==> config.mk <==
export PLATFORM = sky130hd
export DESIGN_NAME = warmboot_ctrl
export DESIGN_NICKNAME = d
export VERILOG_FILES = /design/src/rtl/warmboot_ctrl.sv
export SDC_FILE = /design/constraint.sdc
export NUM_CORES = 1
export LEC_CHECK = 0
export CAP_MARGIN = 20
export CELL_PAD_IN_SITES_DETAIL_PLACEMENT = 0
export CELL_PAD_IN_SITES_GLOBAL_PLACEMENT = 1
export CORE_MARGIN = 2
export CORE_UTILIZATION = 33
export DETAILED_ROUTE_END_ITERATION = 8
export HOLD_SLACK_MARGIN = 0.15
export PLACE_DENSITY = 0.82
export SLEW_MARGIN = 20
export SYNTH_ARGS = -nofsm -noshare
export SYNTH_HDL_FRONTEND = slang
export SYNTH_SLANG_ARGS = --single-unit
==> constraint.sdc <==
create_clock -name clk -period 2.55 [get_ports clk]
set_clock_uncertainty 0.2 [all_clocks]
set_input_delay 0.6375 -clock clk [delete_from_list [all_inputs] [get_ports clk]]
set_output_delay 0.6375 -clock clk [all_outputs]
set_load 0.005 [all_outputs]
==> src/rtl/warmboot_ctrl.sv <==
// warmboot_ctrl: fabric-side warm-boot controller.
// Synchronises the user design's boot request and range-checks the requested slot.
// Asks the bitstream loader to load that slot's base address.
// Holds the user fabric in reset during the load and for a guard window afterwards.
// Optional feature: define WARMBOOT_TIMEOUT_EN to add a LOAD watchdog and the
// timeout_o output.
module warmboot_ctrl #(
  parameter int NUM_SLOTS      = 16,
  parameter int SLOT_W         = 4,
  parameter int ADDR_W         = 24,
  parameter int SLOT_SIZE_LOG2 = 18,
  parameter int GUARD_CYCLES   = 16
`ifdef WARMBOOT_TIMEOUT_EN
  ,
  parameter int TIMEOUT_CYCLES = 65535
`endif
) (
  input  logic              clk,
  input  logic              rst_n,
  input  logic              boot_i,
  input  logic [SLOT_W-1:0] slot_i,
  output logic              fabric_reset_o,
  output logic              cfg_req_o,
  output logic [ADDR_W-1:0] cfg_addr_o,
  input  logic              cfg_ack_i,
  input  logic              cfg_done_i,
  input  logic              cfg_err_i,
  output logic              busy_o,
  output logic [SLOT_W-1:0] last_slot_o,
  output logic              err_o
`ifdef WARMBOOT_TIMEOUT_EN
  ,
  output logic              timeout_o
`endif
);

  typedef enum logic [1:0] {GUARD, IDLE, REQ, LOAD} state_t;

  localparam int GW = $clog2(GUARD_CYCLES + 1);
  localparam logic [GW-1:0] GUARD_INIT = GW'(GUARD_CYCLES - 1);

  state_t            state, state_nxt;
  logic [GW-1:0]     guard_cnt, guard_cnt_nxt;
  logic              sync_ff, boot_s, boot_q;
  logic              rise;
  logic              pend, pend_nxt;
  logic [SLOT_W-1:0] slot_r, slot_nxt;
  logic [SLOT_W-1:0] last_slot, last_nxt;
  logic              err_r, err_nxt;

`ifdef WARMBOOT_TIMEOUT_EN
  logic [15:0]       wd_cnt, wd_nxt;
  logic              timeout_r, timeout_nxt;
`endif

  // A held request only counts once: the request must drop and then rise again.
  assign rise = boot_s & ~boot_q;

  // Two-flop synchroniser for the asynchronous request, plus the edge history flop.
  always_ff @(posedge clk or negedge rst_n) begin
    if (!rst_n) begin
      sync_ff <= 1'b0;
      boot_s  <= 1'b0;
      boot_q  <= 1'b0;
    end else begin
      sync_ff <= boot_i;
      boot_s  <= sync_ff;
      boot_q  <= boot_s;
    end
  end

  // Controller state; reset lands in GUARD so the fabric is held after power-up too.
  always_ff @(posedge clk or negedge rst_n) begin
    if (!rst_n) begin
      state     <= GUARD;
      guard_cnt <= GUARD_INIT;
      pend      <= 1'b0;
      slot_r    <= '0;
      last_slot <= '0;
      err_r     <= 1'b0;
    end else begin
      state     <= state_nxt;
      guard_cnt <= guard_cnt_nxt;
      pend      <= pend_nxt;
      slot_r    <= slot_nxt;
      last_slot <= last_nxt;
      err_r     <= err_nxt;
    end
  end

`ifdef WARMBOOT_TIMEOUT_EN
  // Watchdog counter for LOAD and the sticky timeout flag.
  always_ff @(posedge clk or negedge rst_n) begin
    if (!rst_n) begin
      wd_cnt    <= '0;
      timeout_r <= 1'b0;
    end else begin
      wd_cnt    <= wd_nxt;
      timeout_r <= timeout_nxt;
    end
  end

  assign timeout_o = timeout_r;
`endif

  // Next-state and output decode.
  // IDLE spends one cycle range-checking the latched slot before it issues a request.
  always_comb begin
    state_nxt      = state;
    guard_cnt_nxt  = guard_cnt;
    pend_nxt       = pend;
    slot_nxt       = slot_r;
    last_nxt       = last_slot;
    err_nxt        = err_r;
    fabric_reset_o = 1'b1;
    busy_o         = 1'b1;
    cfg_req_o      = 1'b0;
    cfg_addr_o     = '0;
`ifdef WARMBOOT_TIMEOUT_EN
    wd_nxt         = '0;
    timeout_nxt    = timeout_r;
`endif
    case (state)
      GUARD: begin
        if (guard_cnt == '0) begin
          state_nxt = IDLE;
        end else begin
          guard_cnt_nxt = guard_cnt - GW'(1);
        end
      end
      IDLE: begin
        fabric_reset_o = 1'b0;
        busy_o         = 1'b0;
        if (pend) begin
          pend_nxt = 1'b0;
          if (32'(slot_r) >= NUM_SLOTS) begin
            err_nxt = 1'b1;
          end else begin
            state_nxt = REQ;
          end
        end else if (rise) begin
          slot_nxt = slot_i;
          pend_nxt = 1'b1;
        end
      end
      REQ: begin
        cfg_req_o  = 1'b1;
        cfg_addr_o = ADDR_W'(slot_r) << SLOT_SIZE_LOG2;
        if (cfg_ack_i) begin
          state_nxt = LOAD;
        end
      end
      LOAD: begin
        if (cfg_err_i) begin
          err_nxt       = 1'b1;
          state_nxt     = GUARD;
          guard_cnt_nxt = GUARD_INIT;
        end else if (cfg_done_i) begin
          last_nxt      = slot_r;
          state_nxt     = GUARD;
          guard_cnt_nxt = GUARD_INIT;
        end
`ifdef WARMBOOT_TIMEOUT_EN
        else if (wd_cnt == 16'(TIMEOUT_CYCLES - 1)) begin
          err_nxt       = 1'b1;
          timeout_nxt   = 1'b1;
          state_nxt     = GUARD;
          guard_cnt_nxt = GUARD_INIT;
        end else begin
          wd_nxt = wd_cnt + 16'd1;
        end
`endif
      end
      default: begin
        state_nxt     = GUARD;
        guard_cnt_nxt = GUARD_INIT;
      end
    endcase
  end

  assign last_slot_o = last_slot;
  assign err_o       = err_r;

endmodule

# --- Word-level counts from Yosys, hierarchy flattened ---
# Index checks and enable logic that the tools add are counted.
totals:
  register_bits: 20
  inputBits: 10
  out_inout_bits: 32
classes:
  addsub: 1
  n_eq_ne: 8
  muxes: 15
  bitwise: 4
  n_reduce_logical: 8
op_table:
  columns: ["op", "count"]
  rows:
  - ["$mux 22", 1]
  - ["$mux 5", 3]
  - ["$mux 2", 5]
  - ["$pmux 5 s2", 1]
  - ["$reduce_and 3->1", 3]
  - ["$ne 2x2->1 const B", 4]
  - ["$pmux 2 s4", 1]
  - ["$logic_not 5->1", 1]
  - ["$sub 5x1->5 const B", 1]
  - ["$eq 2x2->1 const B", 2]
  - ["$mux 1", 4]
  - ["$reduce_and 4->1", 1]
  - ["$ne 3x3->1 const B", 1]
  - ["$not 1->1", 3]
  - ["$eq 2x1->1 const B", 1]
  - ["$logic_not 2->1", 1]
  - ["$reduce_and 2->1", 1]
  - ["$reduce_bool 2->1", 1]
  - ["$and 1x1->1", 1]

# --- Longest topological paths before layout ---
# Gate-level depths: netlist of the first run.
logic_depth:
  ltp_word: 4
  ltp_mapped: 6
  depth_no_buf: 5

# --- Least setup slack after synthesis of the first run ---
# No wires, ideal clock.
synth_path:
  path_kind: "register to register"
  from: "reg guard_cnt[0]"
  to: "reg state[1]"
  arrival_ps: 1832
  path_slack_ps: 393
  stages_incl_launch_ff: 6
  path_buffers: 0
  synth_period_minus_slack_ps: 2157
  cell_sequence: "dfstp_2 -> inv_1 -> ha_1 -> or4b_4 -> a2111oi_4 -> mux2_4"
synth_via:
  elab_chain_cells: 3
synth_rtl:
  columns: ["item", "line", "source"]
  rows:
  - ["start: declaration", "43", "logic [GW-1:0] guard_cnt, guard_cnt_nxt;"]
  - ["start signal: assignment", "83", "guard_cnt <= guard_cnt_nxt;"]
  - ["$logic_not 5->1", "125", "if (guard_cnt == '0) begin"]
  - ["$ne 2x2->1 (no line)", null, null]
  - ["$reduce_and 4->1 (no line)", null, null]
  - ["end signal: assignment", "82", "state <= state_nxt;"]
  - ["end: declaration", "42", "state_t state, state_nxt;"]
# Every way passes these cells.
# A chain may end at the register's enable or synchronous reset.

# --- Final worst setup path of the first run ---
layout_path:
  from: "reg state[0]"
  to: "out cfg_addr_o[18]"
layout_via:
  elab_chain_cells: 2
layout_rtl:
  columns: ["item", "line", "source"]
  rows:
  - ["$eq 2x2->1", "123", "case (state)"]
  - ["$mux 22", "123", null]
  - ["end: declaration", "24", "output logic [ADDR_W-1:0] cfg_addr_o,"]
# Every way passes these cells.

==> reports/results.tsv, run 1 <==
metric	value	unit
Synth warnings	0	
first-pass GRT wire length	3346	µm
Tot Pwr	1.374	mW
routability congestion estimate	0.6499	
number of diodes	0	
Crit Path Category	register to output port	
dominant cell type by area after synthesis	dfrtp_1	
drt initial violations	12	
GRT Util Overall	0.1051	
Final Routed Wirelength	2031	µm
most used routing layer	met2	
Clock transition at path regs	0.10	ns
clk sink count	20	
Pre-antenna DRT Iters	3	
DR vias/cell	4.291	
DRC Markers	0	
Final Cell Area	1388	µm²
crit path max fanout	7	
cell area power density	990.4	nW/µm²
Avg Cell Area, Syn	11.18	µm²
clock tree buffer depth	2	
CTS tree	yes	
area added between synthesis and finish	20.54	%
WHS	0.1616	ns
Die ar.	3977	µm²
global-route met2 utilization	0.1915	
final worst slack	0.08376	ns
proportion of layout cells with a drive suffix above 1	0.2143	
initial antenna violation count	0	
Post-DRT Antenna Nets	0	
combinational fraction of design power	0.513	
Core Rows	21	
Post-DP HPWL	1523	µm
layout filler cell count	329	
HP Class	register to register	
CP Launch Type	register	
routed vias	738	
Final Setup Violations	0	
largest net degree at the start of global routing	21	
area of the mapped netlist	1151	µm²
arrival time at the worst endpoint	1.63	ns
Die Height	63.06	µm
status	finished clean	
Initial Util	0.3450	
clk root buf	clkbuf_4	
# IOs	42	
Final Hold Fails	0	
htree depth	1	
max-slew violations	0	
Worst-Skew Late Latency	0.29	ns
#FFs+latches synth	20	
fin crit share	0.9672	
core area	3337	µm²
Fmax achieved	405.5	MHz
Die X	63.06	µm
sequential share of power	0.381	
CTS buffer count	3	
CTS Hold Buffers Added	0	
grt met3 use	0.02143	
nets@finish	144	
Synth top area share	0.3478	
final core occ	0.4158	
met1 GRT Util	0.1189	
Int Power	0.9121	mW
sequential fraction of the synthesis area	0.4391	
Unique masters post-synth	31	
Critical Path End Type	output port	
drt wl/cell	11.81	µm
Data required, critical path	1.71	ns
Leak	0.6312	nW
clock network power share	0.106	
vias in the first global route	756	
VDD IR max	498.8	µV
Post-DP Area	1329	µm²
Placement Setup Slack	0.2496	ns
IO buf count	21	
Synth area leaders	dfrtp_1 35%, buf_4 14%, dfstp_2 9.1%, mux2_2 7.8%, ha_1 6.5%	
Final min period	2.466	ns
GRT overflow	0	
sw frac	0.3363	
max_cap viols	0	
Mapped Cells	103	
Switch Pwr	0.4622	mW
-- cell type report --
class / count / area (µm²) / share of cell area
multi-input cells: 71 / 534.3 / 0.3850
flip-flops and latches: 20 / 506.7 / 0.3652
repair buffers: 25 / 240.2 / 0.1731
well taps: 46 / 57.56 / 0.04148
inverters: 7 / 26.28 / 0.01894
clock buffers: 3 / 22.52 / 0.01623
-- path summary, 6_finish.rpt --
path	from	slack [ns]	cells after the start	endpoint
worst min register to register	sync_ff	0.16	0	boot_s
worst min-delay path	sync_ff	0.16	0	boot_s
max in group asynchronous	rst_n	1.40	2	guard_cnt[0]
worst max register to register	guard_cnt[0]	0.24	5	state[1]
worst max-delay path	state[0]	0.08	4	cfg_addr_o[18]
min in group asynchronous	rst_n	0.47	2	slot_r[2]
-- critical path: stages, from the launching register on --
cell,delay (ns)
dfrtp_1,0.42
inv_2,0.12
ha_4,0.17
and2_1,0.12
clkdlybuf4s50_1,0.50
-- power by group through the flow --
| stage | combinational [mW] | sequential, mW | clock, mW |
|---|---|---|---|
| final | 0.705 | 0.524 | 0.145 |
| after global routing | 0.774 | 0.542 | 0.165 |
| after CTS | 0.663 | 0.526 | 0.153 |
| after detailed placement | 0.644 | 0.529 | 0 |
| after global placement | 0.617 | 0.523 | 0 |
| after floorplan | 0.434 | 0.510 | 0 |
-- cell usage in the layout, fill, tap and decap left out, drive strengths merged, types with 2 or more instances in the layout --
cell	Yosys	final
a21o	2	2
a21oi	3	3
a31oi	2	2
and2	5	5
buf	21	4
clkbuf	3	3
clkdlybuf4s50	0	21
conb	1	20
dfrtp	16	16
dfstp	4	4
ha	6	6
inv	7	7
mux2	9	9
nor2	5	5
nor2b	2	2
o22a	2	2
-- per-stage QoR --
step | instances | TNS, ns
after floorplan | 122 | 0
after global placement | 166 | 0
after detailed placement | 166 | 0
after CTS | 169 | 0
after global routing | 172 | -0.005600
final | 172 | 0
-- cells by family after synthesis --
logic type               Yosys count  synth area share
other                              1          0.003258
buffers and inverters             31            0.1696
multiplexers                      10            0.1000
flip-flops                        20            0.4391
AO/OA/AOI/OAI                     16            0.1163
adder cells (fa/ha/maj)            6           0.06522
AND/OR/NAND/NOR                   19            0.1065
-- repair_timing --
item                       CTS  global route
buffers inserted             0             3
gates resized for setup      2             2
hold endpoints to repair     0             0
setup endpoints to repair    4             6
-- synth_stat cells --
| cell type | count |
|---|---|
| buf_4 | 21 |
| dfrtp_1 | 16 |
| mux2_2 | 8 |
| inv_1 | 7 |
| ha_1 | 6 |
| and2_1 | 5 |
| nor2_1 | 5 |
| dfstp_2 | 4 |
| a21oi_1 | 3 |
| clkbuf_1 | 3 |
| a21o_1 | 2 |
| a31oi_1 | 2 |
| nor2b_1 | 2 |
| o22a_1 | 2 |
| a2111oi_4 | 1 |
| a211oi_1 | 1 |
| a221oi_1 | 1 |
| a2bb2oi_1 | 1 |
| a31o_2 | 1 |
| and3b_1 | 1 |
| conb_1 | 1 |
| mux2_4 | 1 |
| mux2i_1 | 1 |
| nand2_1 | 1 |
| nand3b_1 | 1 |
| nor3_1 | 1 |
| nor3b_2 | 1 |
| nor4b_1 | 1 |
| o21a_1 | 1 |
| o21ai_0 | 1 |
| or4b_4 | 1 |
-- state kept, by name (all words and copies together), names as in the netlist --
register / count
guard_cnt: 5
last_slot_o: 4
slot_r: 4
state: 2
boot_q: 1
boot_s: 1
err_o: 1
pend: 1
sync_ff: 1
-- per-layer routing --
metal / vias up / share of wire
li1: 354 / -
met1: 356 / 0.43
met2: 26 / 0.52
met3: 2 / 0.041
met4: 0 / 0.0074
met5: - / 0
Power figures use the tool's default switching activity.
==> inputs of run 2 (changes only) <==
--- a/config.mk
+++ b/config.mk
@@ -9,10 +9,10 @@
 export CELL_PAD_IN_SITES_DETAIL_PLACEMENT = 0
 export CELL_PAD_IN_SITES_GLOBAL_PLACEMENT = 1
 export CORE_MARGIN = 2
-export CORE_UTILIZATION = 33
+export CORE_UTILIZATION = 30
 export DETAILED_ROUTE_END_ITERATION = 8
 export HOLD_SLACK_MARGIN = 0.15
-export PLACE_DENSITY = 0.82
+export PLACE_DENSITY = 0.76
 export SLEW_MARGIN = 20
 export SYNTH_ARGS = -nofsm -noshare
 export SYNTH_HDL_FRONTEND = slang
==> run 2 against run 1 <==
Routed wire length down 2.4%. Register-to-register slack improved by 0.06 ns. Total power rose by 4.1%. Setup slack gained 0.040 ns. Sequential power up 2%. Combinational power down 6.5%. Cell count rose by 0.58%. Critical endpoint unchanged. Highest routed layer unchanged.
==> reports/results.tsv, run 2 (same netlist as run 1, synthesis figures left out) <==
metric	value	unit
cell area power density	1016	nW/µm²
Leak	0.6369	nW
CTS tree	yes	
HP Class	register to register	
Slowest cell on crit path	clkdlybuf4s50_1	
status	finished clean	
number of diodes	0	
Die ar.	4349	µm²
most frequent cells in the layout	21 x clkdlybuf4s50_1, 20 x conb_1, 15 x dfrtp_1	
Crit Path Category	register to output port	
clock network power share	0.166	
sequential share of power	0.373	
GRT overflow	0	
Final Hold Fails	0	
drt wl/cell	11.46	µm
nets@finish	142	
Pre-antenna DRT Iters	6	
Int Power	0.9710	mW
most common cell after layout, fill and taps aside	clkdlybuf4s50_1	
DRC Markers	0	
largest register by flop count	guard_cnt	
WHS	0.1502	ns
GRT Util Overall	0.1030	
htree depth	1	
Initial Util	0.3121	
final worst slack	0.1233	ns
Final Routed Wirelength	1982	µm
vias in the first global route	747	
fin crit share	0.9516	
clock tree buffer depth	2	
Worst-Skew Late Latency	0.26	ns
arrival time at the worst endpoint	1.59	ns
combinational fraction of design power	0.461	
Critical Path End Type	output port	
worst r2r path cells	5	
sw frac	0.3210	
area added between synthesis and finish	22.28	%
Final min period	2.427	ns
Largest register FFs	5	
VDD IR max	439.0	µV
crit-path max cell delay	0.51	ns
max_cap viols	0	
Die Height	65.95	µm
DR vias/cell	4.249	
Die X	65.95	µm
Post-DRT Antenna Nets	0	
FF-to-FF End	state[1]	
CP top delay family	buffers and inverters	
largest net degree at the start of global routing	21	
max-slew violations	0	
Data required, critical path	1.71	ns
CP Launch Type	register	
setup TNS	0	ns
crit path max fanout	7	
routability congestion estimate	0.6708	
Final Setup Violations	0	
Post-DP HPWL	1489	µm
IO buf count	21	
drt initial violations	15	
Final Cell Area	1408	µm²
CP bufs+invs	2	
Placement Setup Slack	0.2533	ns
first-pass GRT wire length	3387	µm
core area	3689	µm²
routed vias	735	
Core Rows	22	
unrepaired setup endpoints after global routing	no	
Fmax achieved	412.1	MHz
CTS buffer count	3	
proportion of layout cells with a drive suffix above 1	0.2080	
# IOs	42	
layout filler cell count	369	
Switch Pwr	0.4591	mW
flop-to-flop setup slack	0.30	ns
worst hold path depth	0	
Clock transition at path regs	0.07	ns
clk root buf	clkbuf_8	
initial antenna violation count	0	
min-delay src	sync_ff	
crit path cell chain	inv_2, ha_4, and2_1, clkdlybuf4s50_1	
worst r2r src	guard_cnt[0]	
clk sink count	20	
Post-DP Area	1339	µm²
Worst Hold End	boot_s	
run 2: cell count changes in the layout (fill, tap and decap cells not counted), sizes merged:
cell | before | now
buf | 4 | 2
clkbuf | 3 | 4
run 2: final cells by class:
cell class | instances | area (µm²) | area share
Timing Repair Buffer | 23 | 225.2 | 0.1600
Clock buffer | 4 | 55.05 | 0.03911
Inverter | 7 | 26.28 | 0.01867
Tap cell | 48 | 60.06 | 0.04267
Multi-Input combinational cell | 71 | 534.3 | 0.3796
Sequential cell | 20 | 506.7 | 0.3600
run 2: timing repair:
| action | CTS | global route |
|---|---|---|
| hold buffers | 0 | 0 |
| setup buffers | 0 | 0 |
| endpoints found under the setup margin | 2 | 4 |
| gates cloned | 0 | 0 |
| gates resized for setup | 1 | 3 |
run 2: worst max path at each step:
stage / startpoint / endpoint / slack (ns) / depth (start not counted)
after floorplan: guard_cnt[0] / state[1] / 0.39 / 5
after global placement: cfg_err_i / state[1] / 0.28 / 4
after detailed placement: cfg_err_i / state[1] / 0.25 / 4
after CTS: state[0] / cfg_addr_o[18] / 0.02 / 4
after global routing: state[0] / cfg_addr_o[18] / 0.04 / 4
final: state[0] / cfg_addr_o[18] / 0.12 / 4
run 2: routing by layer:
metal | part of all wire | GRT usage | wire length, µm
met3 | 0.079 | 0.02896 | 157
met5 | 0 | 0 | 0
met4 | 0.018 | 0.05357 | 36
met1 | 0.41 | 0.1198 | 808
met2 | 0.49 | 0.1717 | 980
run 2: power groups by stage:
stage | combinational, mW | sequential, mW | clock [mW]
after detailed placement | 0.648 | 0.531 | 0
after CTS | 0.656 | 0.529 | 0.247
after global routing | 0.741 | 0.551 | 0.260
after floorplan | 0.434 | 0.510 | 0
final | 0.659 | 0.533 | 0.238
after global placement | 0.630 | 0.526 | 0
run 2: metrics by stage:
stage / instances / utilization / total power, mW
2_1_floorplan: 122 / - / 0.9434
3_3_place_gp: 169 / 0.3630 / 1.155
3_5_place_dp: 169 / 0.3630 / 1.179
4_1_cts: 173 / 0.3786 / 1.432
5_1_grt: 173 / 0.3816 / 1.552
6_report: 173 / 0.3816 / 1.430
==> inputs of run 3 (changes only) <==
==> constraint.sdc (replaced) <==
create_clock -name clk -period 2.7 [get_ports clk]
set_clock_uncertainty 0.2 [all_clocks]
set_input_delay 0.675 -clock clk [delete_from_list [all_inputs] [get_ports clk]]
set_output_delay 0.675 -clock clk [all_outputs]
set_load 0.005 [all_outputs]
==> run 3 against run 2 <==
Clock power fell by 21%. Utilization down 0.95 points. Combinational power is 8.8% lower. Count of clock-buffer cells in the layout down 1. Sequential share of layout area up 0.83 points. Die area stayed put. Cell area down 2.5%. First-iteration DRC count rose by 20%. Routed wire length decreased by 6.5%.
==> reports/results.tsv, run 3 (same netlist as run 1, synthesis figures left out) <==
metric	value	unit
most common cell after layout, fill and taps aside	clkdlybuf4s50_1	
arrival time at the worst endpoint	1.72	ns
Post-DP HPWL	1441	µm
largest register by flop count	guard_cnt	
postcts setup bufs	0	
number of diodes	0	
largest net degree at the start of global routing	21	
worst r2r src	guard_cnt[0]	
GRT Util Overall	0.09471	
htree depth	1	
clk sink count	20	
max-slew violations	0	
Crit Path Category	register to output port	
Leak	0.6264	nW
routed vias	727	
drt wl/cell	10.84	µm
Pre-antenna DRT Iters	4	
status	finished clean	
Post-DRT Antenna Nets	0	
flop-to-flop setup slack	0.44	ns
Critical Path End Type	output port	
DR vias/cell	4.251	
max_cap viols	0	
setup TNS	0	ns
CP Launch Type	register	
Worst-Skew Late Latency	0.25	ns
Final Hold Fails	0	
fin crit share	0.9595	
Die ar.	4349	µm²
unrepaired setup endpoints after global routing	no	
Worst setup endpoint	cfg_addr_o[18]	
initial antenna violation count	0	
DRC Markers	0	
routability congestion estimate	0.6809	
Final Routed Wirelength	1853	µm
Initial Util	0.3121	
Fmax achieved	386.0	MHz
Data required, critical path	1.82	ns
most frequent cells in the layout	21 x clkdlybuf4s50_1, 20 x conb_1, 16 x dfrtp_1	
Die X	65.95	µm
final core occ	0.3721	
# IOs	42	
proportion of layout cells with a drive suffix above 1	0.1707	
drt initial violations	18	
GRT overflow	0	
origin of the worst setup path	state[0]	
nets@finish	141	
Final min period	2.591	ns
Largest register FFs	5	
clk root buf	clkbuf_8	
VDD IR max	424.0	µV
first-pass GRT wire length	3153	µm
cell area power density	934.8	nW/µm²
layout filler cell count	369	
area added between synthesis and finish	19.24	%
core area	3689	µm²
Clock transition at path regs	0.07	ns
worst r2r path cells	5	
Post-CTS Resized	0	
Tot Pwr	1.283	mW
CTS buffer count	3	
min-delay src	sync_ff	
clock tree buffer depth	2	
Core Rows	22	
FF-to-FF End	state[1]	
HP Class	register to register	
CTS tree	yes	
Die Height	65.95	µm
CTS Hold Buffers Added	0	
vias in the first global route	752	
WHS	0.1551	ns
Final Setup Violations	0	
crit path max fanout	7	
IO buf count	21	
[run 3: power by group]
part / internal, mW / switching, mW / total, mW
combinational: 0.354 / 0.247 / 0.601
clock: 0.0992 / 0.0897 / 0.189
sequential: 0.417 / 0.0760 / 0.493
[run 3: worst min path at each step]
stage	endpoint	slack [ns]	cells past startpoint
after detailed placement	boot_s	0.14	0
after global routing	boot_s	0.17	0
after CTS	boot_s	0.16	0
after floorplan	boot_s	0.13	0
final	boot_s	0.16	0
after global placement	boot_s	0.13	0
[run 3: per-layer routing]
metal,part of all wire,GRT usage
met1,0.42,0.1017
met2,0.48,0.1692
met3,0.070,0.02215
met4,0.023,0.05357
met5,0,0
[run 3: final cells by class]
type / instances / area [µm²] / share of cell area
multi-input cells: 71 / 521.8 / 0.3801
flip-flops and latches: 20 / 505.5 / 0.3683
repair buffers: 22 / 217.7 / 0.1586
well taps: 48 / 60.06 / 0.04376
clock buffers: 3 / 41.29 / 0.03008
inverters: 7 / 26.28 / 0.01914
[run 3: stage by stage]
| stage | instances | setup WS (ns) | cell area [µm²] |
|---|---|---|---|
| after floorplan | 122 | 0.5425 | 1222 |
| after global placement | 168 | 0.3989 | 1331 |
| after detailed placement | 168 | 0.3702 | 1331 |
| after CTS | 171 | 0.09087 | 1373 |
| after global routing | 171 | 0.001157 | 1373 |
| final | 171 | 0.1094 | 1373 |
[run 3: critical path: stages (launching register included)]
cell and delay, ns:
dfrtp_1 0.40, inv_1 0.13, ha_1 0.26, and2_1 0.16
clkdlybuf4s50_1 0.51
